`src/rtl/max7219_spi_receiver.sv`:
```
// Receive-side model of a MAX7219: synchronizes an SPI mode-0 stream, decodes
// 16-bit frames into the register file and flags frames shorter than 16 bits.
`timescale 1ns/1ps
module max7219_spi_receiver #(
    parameter int unsigned SYNC_STAGES = 2
) (
    input  logic       clk,
    input  logic       reset,
    input  logic       sclk,
    input  logic       mosi,
    input  logic       cs,
    output logic       dout,
    output logic       frame_valid,
    output logic       frame_err,
    output logic [3:0] frame_addr,
    output logic [7:0] frame_data,
    output logic [4:0] bit_count,
    input  logic [2:0] rd_row,
    output logic [7:0] rd_data,
    output logic [7:0] decode_mode,
    output logic [3:0] intensity,
    output logic [2:0] scan_limit,
    output logic       shutdown_n,
    output logic       display_test
);

    typedef enum logic [1:0] {WAIT_IDLE, IDLE, SHIFT} state_t;

    state_t state, state_nxt;

    logic [SYNC_STAGES-1:0] sclk_sr, mosi_sr, cs_sr;
    logic       sclk_d, cs_d;
    logic       sclk_s, mosi_s, cs_s;
    logic       sclk_rise, sclk_fall, cs_rise, cs_fall;
    logic       start_frame, shift_en, dout_en, end_frame;
    logic [15:0] shreg;
    logic [7:0]  digit [8];
    logic [2:0]  digit_idx;

    assign sclk_s    = sclk_sr[SYNC_STAGES-1];
    assign mosi_s    = mosi_sr[SYNC_STAGES-1];
    assign cs_s      = cs_sr[SYNC_STAGES-1];
    assign sclk_rise = sclk_s & ~sclk_d;
    assign sclk_fall = ~sclk_s & sclk_d;
    assign cs_rise   = cs_s & ~cs_d;
    assign cs_fall   = ~cs_s & cs_d;
    assign digit_idx = shreg[10:8] - 3'd1;
    assign rd_data   = digit[rd_row];

    always_ff @(posedge clk or negedge reset) begin
        if (!reset) begin
            sclk_sr <= '0;
            mosi_sr <= '0;
            cs_sr   <= '0;
            sclk_d  <= 1'b0;
            cs_d    <= 1'b0;
        end else begin
            sclk_sr <= {sclk_sr[SYNC_STAGES-2:0], sclk};
            mosi_sr <= {mosi_sr[SYNC_STAGES-2:0], mosi};
            cs_sr   <= {cs_sr[SYNC_STAGES-2:0], cs};
            sclk_d  <= sclk_s;
            cs_d    <= cs_s;
        end
    end

    always_ff @(posedge clk or negedge reset) begin
        if (!reset) state <= WAIT_IDLE;
        else        state <= state_nxt;
    end

    // A cs rise ends the frame and suppresses any sclk edge seen in the same cycle.
    always_comb begin
        state_nxt   = state;
        start_frame = 1'b0;
        shift_en    = 1'b0;
        dout_en     = 1'b0;
        end_frame   = 1'b0;
        case (state)
            WAIT_IDLE: if (cs_s) state_nxt = IDLE;
            IDLE: begin
                if (cs_fall) begin
                    state_nxt   = SHIFT;
                    start_frame = 1'b1;
                end
            end
            SHIFT: begin
                if (cs_rise) begin
                    state_nxt = IDLE;
                    end_frame = 1'b1;
                end else begin
                    shift_en = sclk_rise;
                    dout_en  = sclk_fall;
                end
            end
            default: state_nxt = WAIT_IDLE;
        endcase
    end

    always_ff @(posedge clk or negedge reset) begin
        if (!reset) begin
            shreg        <= '0;
            bit_count    <= '0;
            dout         <= 1'b0;
            frame_valid  <= 1'b0;
            frame_err    <= 1'b0;
            frame_addr   <= '0;
            frame_data   <= '0;
            decode_mode  <= '0;
            intensity    <= '0;
            scan_limit   <= '0;
            shutdown_n   <= 1'b0;
            display_test <= 1'b0;
            for (int unsigned i = 0; i < 8; i++) digit[i] <= '0;
        end else begin
            frame_valid <= 1'b0;
            frame_err   <= 1'b0;
            if (start_frame) bit_count <= '0;
            if (shift_en) begin
                shreg <= {shreg[14:0], mosi_s};
                if (bit_count != 5'd31) bit_count <= bit_count + 5'd1;
            end
            if (dout_en) dout <= shreg[15];
            if (end_frame) begin
                if (bit_count >= 5'd16) begin
                    frame_valid <= 1'b1;
                    frame_addr  <= shreg[11:8];
                    frame_data  <= shreg[7:0];
                    case (shreg[11:8])
                        4'h1, 4'h2, 4'h3, 4'h4,
                        4'h5, 4'h6, 4'h7, 4'h8: digit[digit_idx] <= shreg[7:0];
                        4'h9: decode_mode  <= shreg[7:0];
                        4'hA: intensity    <= shreg[3:0];
                        4'hB: scan_limit   <= shreg[2:0];
                        4'hC: shutdown_n   <= shreg[0];
                        4'hF: display_test <= shreg[0];
                        default: ;
                    endcase
                end else begin
                    frame_err <= 1'b1;
                end
            end
        end
    end

endmodule

```
`config.mk`:
```
export PLATFORM = sky130hd
export DESIGN_NAME = max7219_spi_receiver
export DESIGN_NICKNAME = d
export VERILOG_FILES = /design/src/rtl/max7219_spi_receiver.sv
export SDC_FILE = /design/constraint.sdc
export NUM_CORES = 1
export LEC_CHECK = 0
export BUFFER_PORTS_ARGS = -buffer_cell sky130_fd_sc_hd__buf_2
export CORE_MARGIN = 8
export CORE_UTILIZATION = 61
export CTS_CLUSTER_DIAMETER = 50
export DETAILED_ROUTE_END_ITERATION = 6
export MAX_ROUTING_LAYER = met4
export PLACE_DENSITY_LB_ADDON = 0.1
export SYNTH_ARGS = -nofsm -noshare
export SYNTH_HDL_FRONTEND = slang
export SYNTH_SLANG_ARGS = --single-unit
```
`constraint.sdc`:
```
create_clock -name clk -period 3.92 [get_ports clk]
set_input_delay 0.392 -clock clk [delete_from_list [all_inputs] [get_ports clk]]
set_output_delay 0.392 -clock clk [all_outputs]
set_load 0.05 [all_outputs]
```
# == Yosys cells after proc, flatten, opt, wreduce, memory -nomap -nowiden ==
# Cells that the tools add are included.
# totals
out_inout_bits,45
ff_bits,127
# classes
muxes,25
addsub,2
eq_ne,19
n_reduce_logical,11
n_lt_le_gt_ge,4
n_bitwise,10
# ops
op,count
bitwise mux 64 bit,1
binary-select mux 8 bit (select 3 bit),1
demux 8 bit (select 3 bit),1
equality test 4 bit (second input constant),6
two-way mux 8 bit,3
AND reduction 3 bit,7
equality test 4 x 3 -> 1 bit (second input constant),4
two-way mux 5 bit,3
two-way mux 1 bit,12
equality test 4 x 2 -> 1 bit (second input constant),2
greater-or-equal comparator 4 bit (second input constant),2
inverter 3 -> 4 bit,2
OR reduction 8 bit,1
two-way mux 2 bit,3
inequality test 2 bit (second input constant),3
one-hot mux 2 bit (3 select lines),1
adder 5 x 1 -> 5 bit (second input constant),1
greater-or-equal comparator 5 bit (second input constant),1
inequality test 5 bit (second input constant),1
bitwise AND 1 bit,4
equality test 4 x 1 -> 1 bit (second input constant),1
< comparator 4 x 1 -> 1 bit (second input constant),1
inverter 1 bit,4
subtractor 3 x 1 -> 3 bit (second input constant),1
5 further kinds,5

# == Logic depth before layout (Yosys ltp) ==
# logic_depth
ltp_word,7
depth_mapped,8

# == Worst setup path after synthesis ==
# No wires, ideal clock.
# synth_path
path_type,register to register
startpoint,register shreg[8]
endpoint,register digit[0] (netlist bit)
arrival_ps,2331
path_stages_with_launch,9
required_ps,3795
slack_ps,1464
synth_period_minus_slack_ps,2456
path_buffers,2
cell_sequence,dfrtp_1 clkbuf_2 clkinv_1 ha_1 xnor2_1 a211o_2 or4_4 buf_6 mux2_4
# synth_via
elab_chain_len,7
elab_cells_between_ends,18
cone_classes,add/sub: 1; order compare: 2; eq/ne: 8; mux: 3; bitwise: 1; reduce/logical: 3
# synth_lines
element,line_no,rtl
from (decl),36,logic [15:0] shreg;
from (signal assigned),119,"shreg <= {shreg[14:0], mosi_s};"
subtractor 3 x 1 -> 3 bit,47,assign digit_idx = shreg[10:8] - 3'd1;
inverter 3 -> 4 bit (not written as such),130,"4'h5, 4'h6, 4'h7, 4'h8: digit[digit_idx] <= shreg[7:0];"
greater-or-equal comparator 4 bit (not written as such) / < comparator 4 x 1 -> 1 bit (equally long branches),130,
logical AND 1 bit (not written as such),130,
two-way mux 8 bit (not written as such),130,
demux 8 bit (select 3 bit),130,
bitwise mux 64 bit,130,
"to (signal, indexed assignment)",130,
to (decl),37,logic [7:0] digit [8];
# Parallel ways exist; a longest one is shown, timed or not.
# A chain may end at the register's enable or synchronous reset.

# == Worst setup path in the final report ==
# layout_path
startpoint,register shreg[8]
endpoint,register digit[22] (netlist bit)
# Same word-level chain as after synthesis.

==> results.md <==
Outcome:
- The run finished with clean final reports.

CTS:
- The clock reaches the later pin of the worst-skew pair after 0.51 ns.
- The clock input transition at the sequential cells of the worst setup and hold paths is 0.06 ns.
- The number of gates resized after CTS was 0.
- The clock passes through at most 2 buffers.
- The number of sinks on the clock net is 127.
- The TritonCTS clock tree is yes.
- The number of levels the H-tree was split into is 4.
- The tree is rooted in a clkbuf_8.
- The total CTS buffers is 17.
- The number of setup buffers added after CTS is 0.

Yosys:
- The number of nets in the synthesized netlist is 385.
- The portion of synthesized cell area occupied by the leading cell type is 58.0%.
- In the synthesized netlist the async set-or-reset flop fraction comes to 100%.
- Of the total synthesized cell area, the portion taken by full adders, half adders and majority gates is 1.60%.
- Synthesis inferred 127 register bits.
- The total number of yosys warnings is 0.
- The post-synthesis cell count is 370.
- The synthesized cell area is 0.00548 mm².
- The largest family of logic cells by synthesized area is multiplexers.
- The most used flip-flop cell after synthesis is dfrtp_1.
- The synthesized netlist devotes 7.73% of its cell area to simple gates.
- Yosys mapped a number of flops with a built-in enable equal to 0.
- Of the synthesized area, sequential elements account for 58.0%.
- Summing the areas of all compound-gate instances in the mapped netlist gives 1.14% of the synthesized area.
- The synthesized netlist devotes 0.160% of its cell area to XOR and XNOR gates.
- By area the synthesized netlist is led by dfrtp_1 58%, mux2_2 20%, mux4_2 6.6%.
- The average cell area after synthesis is 14.8 µm².
- The netlist uses 40 different library cells.
- The portion of netlist area occupied by mux cells is 29.2%.
- Summed over all instances, the cell type with the most area after synthesis is dfrtp_1.

Worst setup path:
- The depth of the most critical reg-to-reg path is 6.
- STA classifies the critical path endpoint as a flip-flop.
- In this run the worst path has a maximum fanout of 8.
- For the worst setup path, the data arrival time is 3.17 ns.
- For this run, the slowest stage of the critical path takes 0.61 ns.
- The signal on the critical path passes through clkinv_1 > ha_1 > xnor2_1 > a211oi_1 > and4_1 > mux2_2.
- STA puts the critical path data required time at 4.31 ns.
- STA classifies the critical path startpoint as a flip-flop.
- The worst setup path is of the reg2reg kind.
- The critical-path cell with the highest stage delay is and4_1.

Placement:
- The congestion estimate from routability-driven global placement came to 0.760.
- The total of buffers placed on input and output ports is 52.
- Once placement finished, the instance area stood at 0.00581 mm².
- After legalization and detailed placement, the total HPWL measured 7210 µm.

Timing:
- Adding up every negative setup slack in the final design gives 0 ns.
- For this run, the top clock speed supported by timing is 0.360 GHz.
- The number of slew-limit violations in the final report is 0.
- The worst path uses 70.9% of the clock period.
- The number of failing hold endpoints at the final stage came to 0.
- Measured against its own limit, the worst slew margin works out to 35.3%.
- The final critical path time including I/O delays and setup is 2.78 ns.
- The clock arrives with 0.00900 ns of skew.
- For the pin with the worst max-slew slack, the measured transition is 0.971 ns.
- The number of setup violations in the final report is 0.
- Setup repair after global routing left no endpoint under its margin.

Drt:
- The first detailed-routing pass ran for 4 iterations.
- The routed design has 11100 µm of wire.
- For this block, the initial DRC count from the detailed router was 144.
- In the final routed layout, each cell accounts on average for 20.3 µm.
- Once detail routing completed, the nets flagged for antenna violations numbered 0.
- After detailed routing, the number of remaining DRC violations is 0.
- Dividing the detail-routed via count by the number of cells gives 5.74.
- The routed via count is 3142.

Die:
- The initial standard-cell utilization of the core is 62.9%.
- The floorplan step defined a die boundary enclosing 0.0123 mm².
- The count of standard-cell rows is 34.
- The total core area is 0.00872 mm².
- The I/O pin count is 53.
- The die width is 111 µm.
- The chip height is 111 µm.

Final layout:
- The utilization after layout is 73.3%.
- The leading cell type in the layout, fill and taps excluded is dfrtp_1.
- The share of final-layout standard cells stronger than drive strength 1 is 50.6%.
- After routing the design area is 0.00639 mm².
- The number of inserted diodes is 0.
- The sequential standard cell area is 0.00318 mm².
- In the layout the commonest cells are 127 x dfrtp_1, 97 x mux2_2, 51 x buf_2, 45 x nand2_1.
- In the final layout, the multi-input gates occupy 0.00219 mm².
- The layout net count is 441.
- After filler insertion, the fill cell instance count of the layout stands at 574.
- The area growth from synthesis to layout is 16.6%.

Global route:
- The initial antenna violation count was 0.
- The via count of the first global-routing pass is 3526.
- The global-route wire length before repair is 18700 µm.
- Summed over all layers, the global routing overflow is 0.
- Global routing used 19.6% of the available tracks across all layers.
- Entering global routing, the biggest net connects 80 pins.

Power and ir drop:
- In this run the static leakage power is 3.37 nW.
- The power density normalized to cell area is 453 mW/mm².
- The worst vdd rail ir drop is 454 µV.

Hold path:
- The tightest min-delay check is of the in2async type.

Run:
- Max-cap violations in this run came to 0.
-- power breakdown --
part           internal [mW]  switching (mW)  total, mW
clock network          0.814           0.631       1.44
registers               1.33          0.0383       1.36
logic                 0.0288          0.0571     0.0859
total                   2.17           0.726       2.90
-- worst max-delay path, delay by kind of cell (launching register included) --
family	cells	cell delay, ns
buffers and inverters	1	0.34
adders and majority gates	1	0.35
muxes	1	0.40
AOI/OAI and AO/OA	1	0.28
and+or+nand+nor	1	0.61
xor gates and xnor gates	1	0.16
DFF	1	0.51
-- sequential cells by signal, indices dropped and copies added (netlist names) --
signal	flops
mosi_sr	2
bit_count	5
frame_addr	4
digit	64
state	2
display_test	1
decode_mode	8
dout	1
shreg	16
sclk_d	1
shutdown_n	1
sclk_sr	2
cs_d	1
cs_sr	2
intensity	4
frame_valid	1
scan_limit	3
frame_err	1
frame_data	8
-- per-stage QoR --
step                total power [mW]  instances  setup WS (ns)  hold WS, ns
CTS                             2.92        547           1.10       0.0608
global route                    2.98        547          0.884        0.121
floorplan                       1.42        370           1.46       0.0964
detailed placement              1.48        512           1.18        0.336
global placement                1.47        512           1.29        0.332
finish                          2.90        547           1.14       0.0508
-- metal layers --
| layer | wire length [µm] | global-route usage (%) |
|---|---|---|
| met2 | 5620 | 30.6 |
| met5 | 0 | - |
| met3 | 324 | 4.65 |
| met4 | 80 | 5.95 |
| met1 | 5060 | 24.8 |
-- cell usage after synthesis (3+ instances only) --
| library cell | count |
|---|---|
| dfrtp_1 | 127 |
| nor2_1 | 3 |
| ha_1 | 7 |
| clkbuf_1 | 12 |
| mux2_4 | 8 |
| nand2_1 | 45 |
| mux2_2 | 97 |
| nor3b_1 | 3 |
| mux2i_1 | 3 |
| nand2b_1 | 3 |
| buf_2 | 5 |
| mux4_2 | 16 |
| buf_1 | 3 |
| o21ai_0 | 5 |
| inv_1 | 4 |
-- cells by family (layout without fill, tap and decap cells) --
group / after synthesis / count (layout)
AOI/OAI and AO/OA: 10 / 10
xor gates and xnor gates: 1 / 1
adders and majority gates: 7 / 7
buffers and inverters: 28 / 97
DFF: 127 / 127
muxes: 124 / 124
and+or+nand+nor: 73 / 73
-- repair_timing --
item / 4_1_cts / 5_1_grt
hold endpoints to repair: 3 / 0
hold buffers: 3 / 0
setup endpoints to repair: 0 / 0
-- path summary, 6_finish.rpt --
check	from	endpoint	slack, ns
min in group clk	cs_sr[0]	cs_sr[1]	0.34
setup / recovery	shreg[8]	digit[22]	1.14
hold reg to reg	cs_sr[0]	cs_sr[1]	0.34
max in group asynchronous	reset	digit[27]	2.92
hold / removal	reset	digit[17]	0.05
setup reg to reg	shreg[8]	digit[22]	1.14
-- layout make-up --
type | count | share of cell area (%)
clock buffer | 18 | 6.69
tap | 108 | 2.11
clock inverter | 14 | 1.88
multi-input combinational | 215 | 34.2
sequential | 127 | 49.7
inverter | 6 | 0.352
timing repair buffer | 59 | 5.05
(Power assumes the default switching activity.)
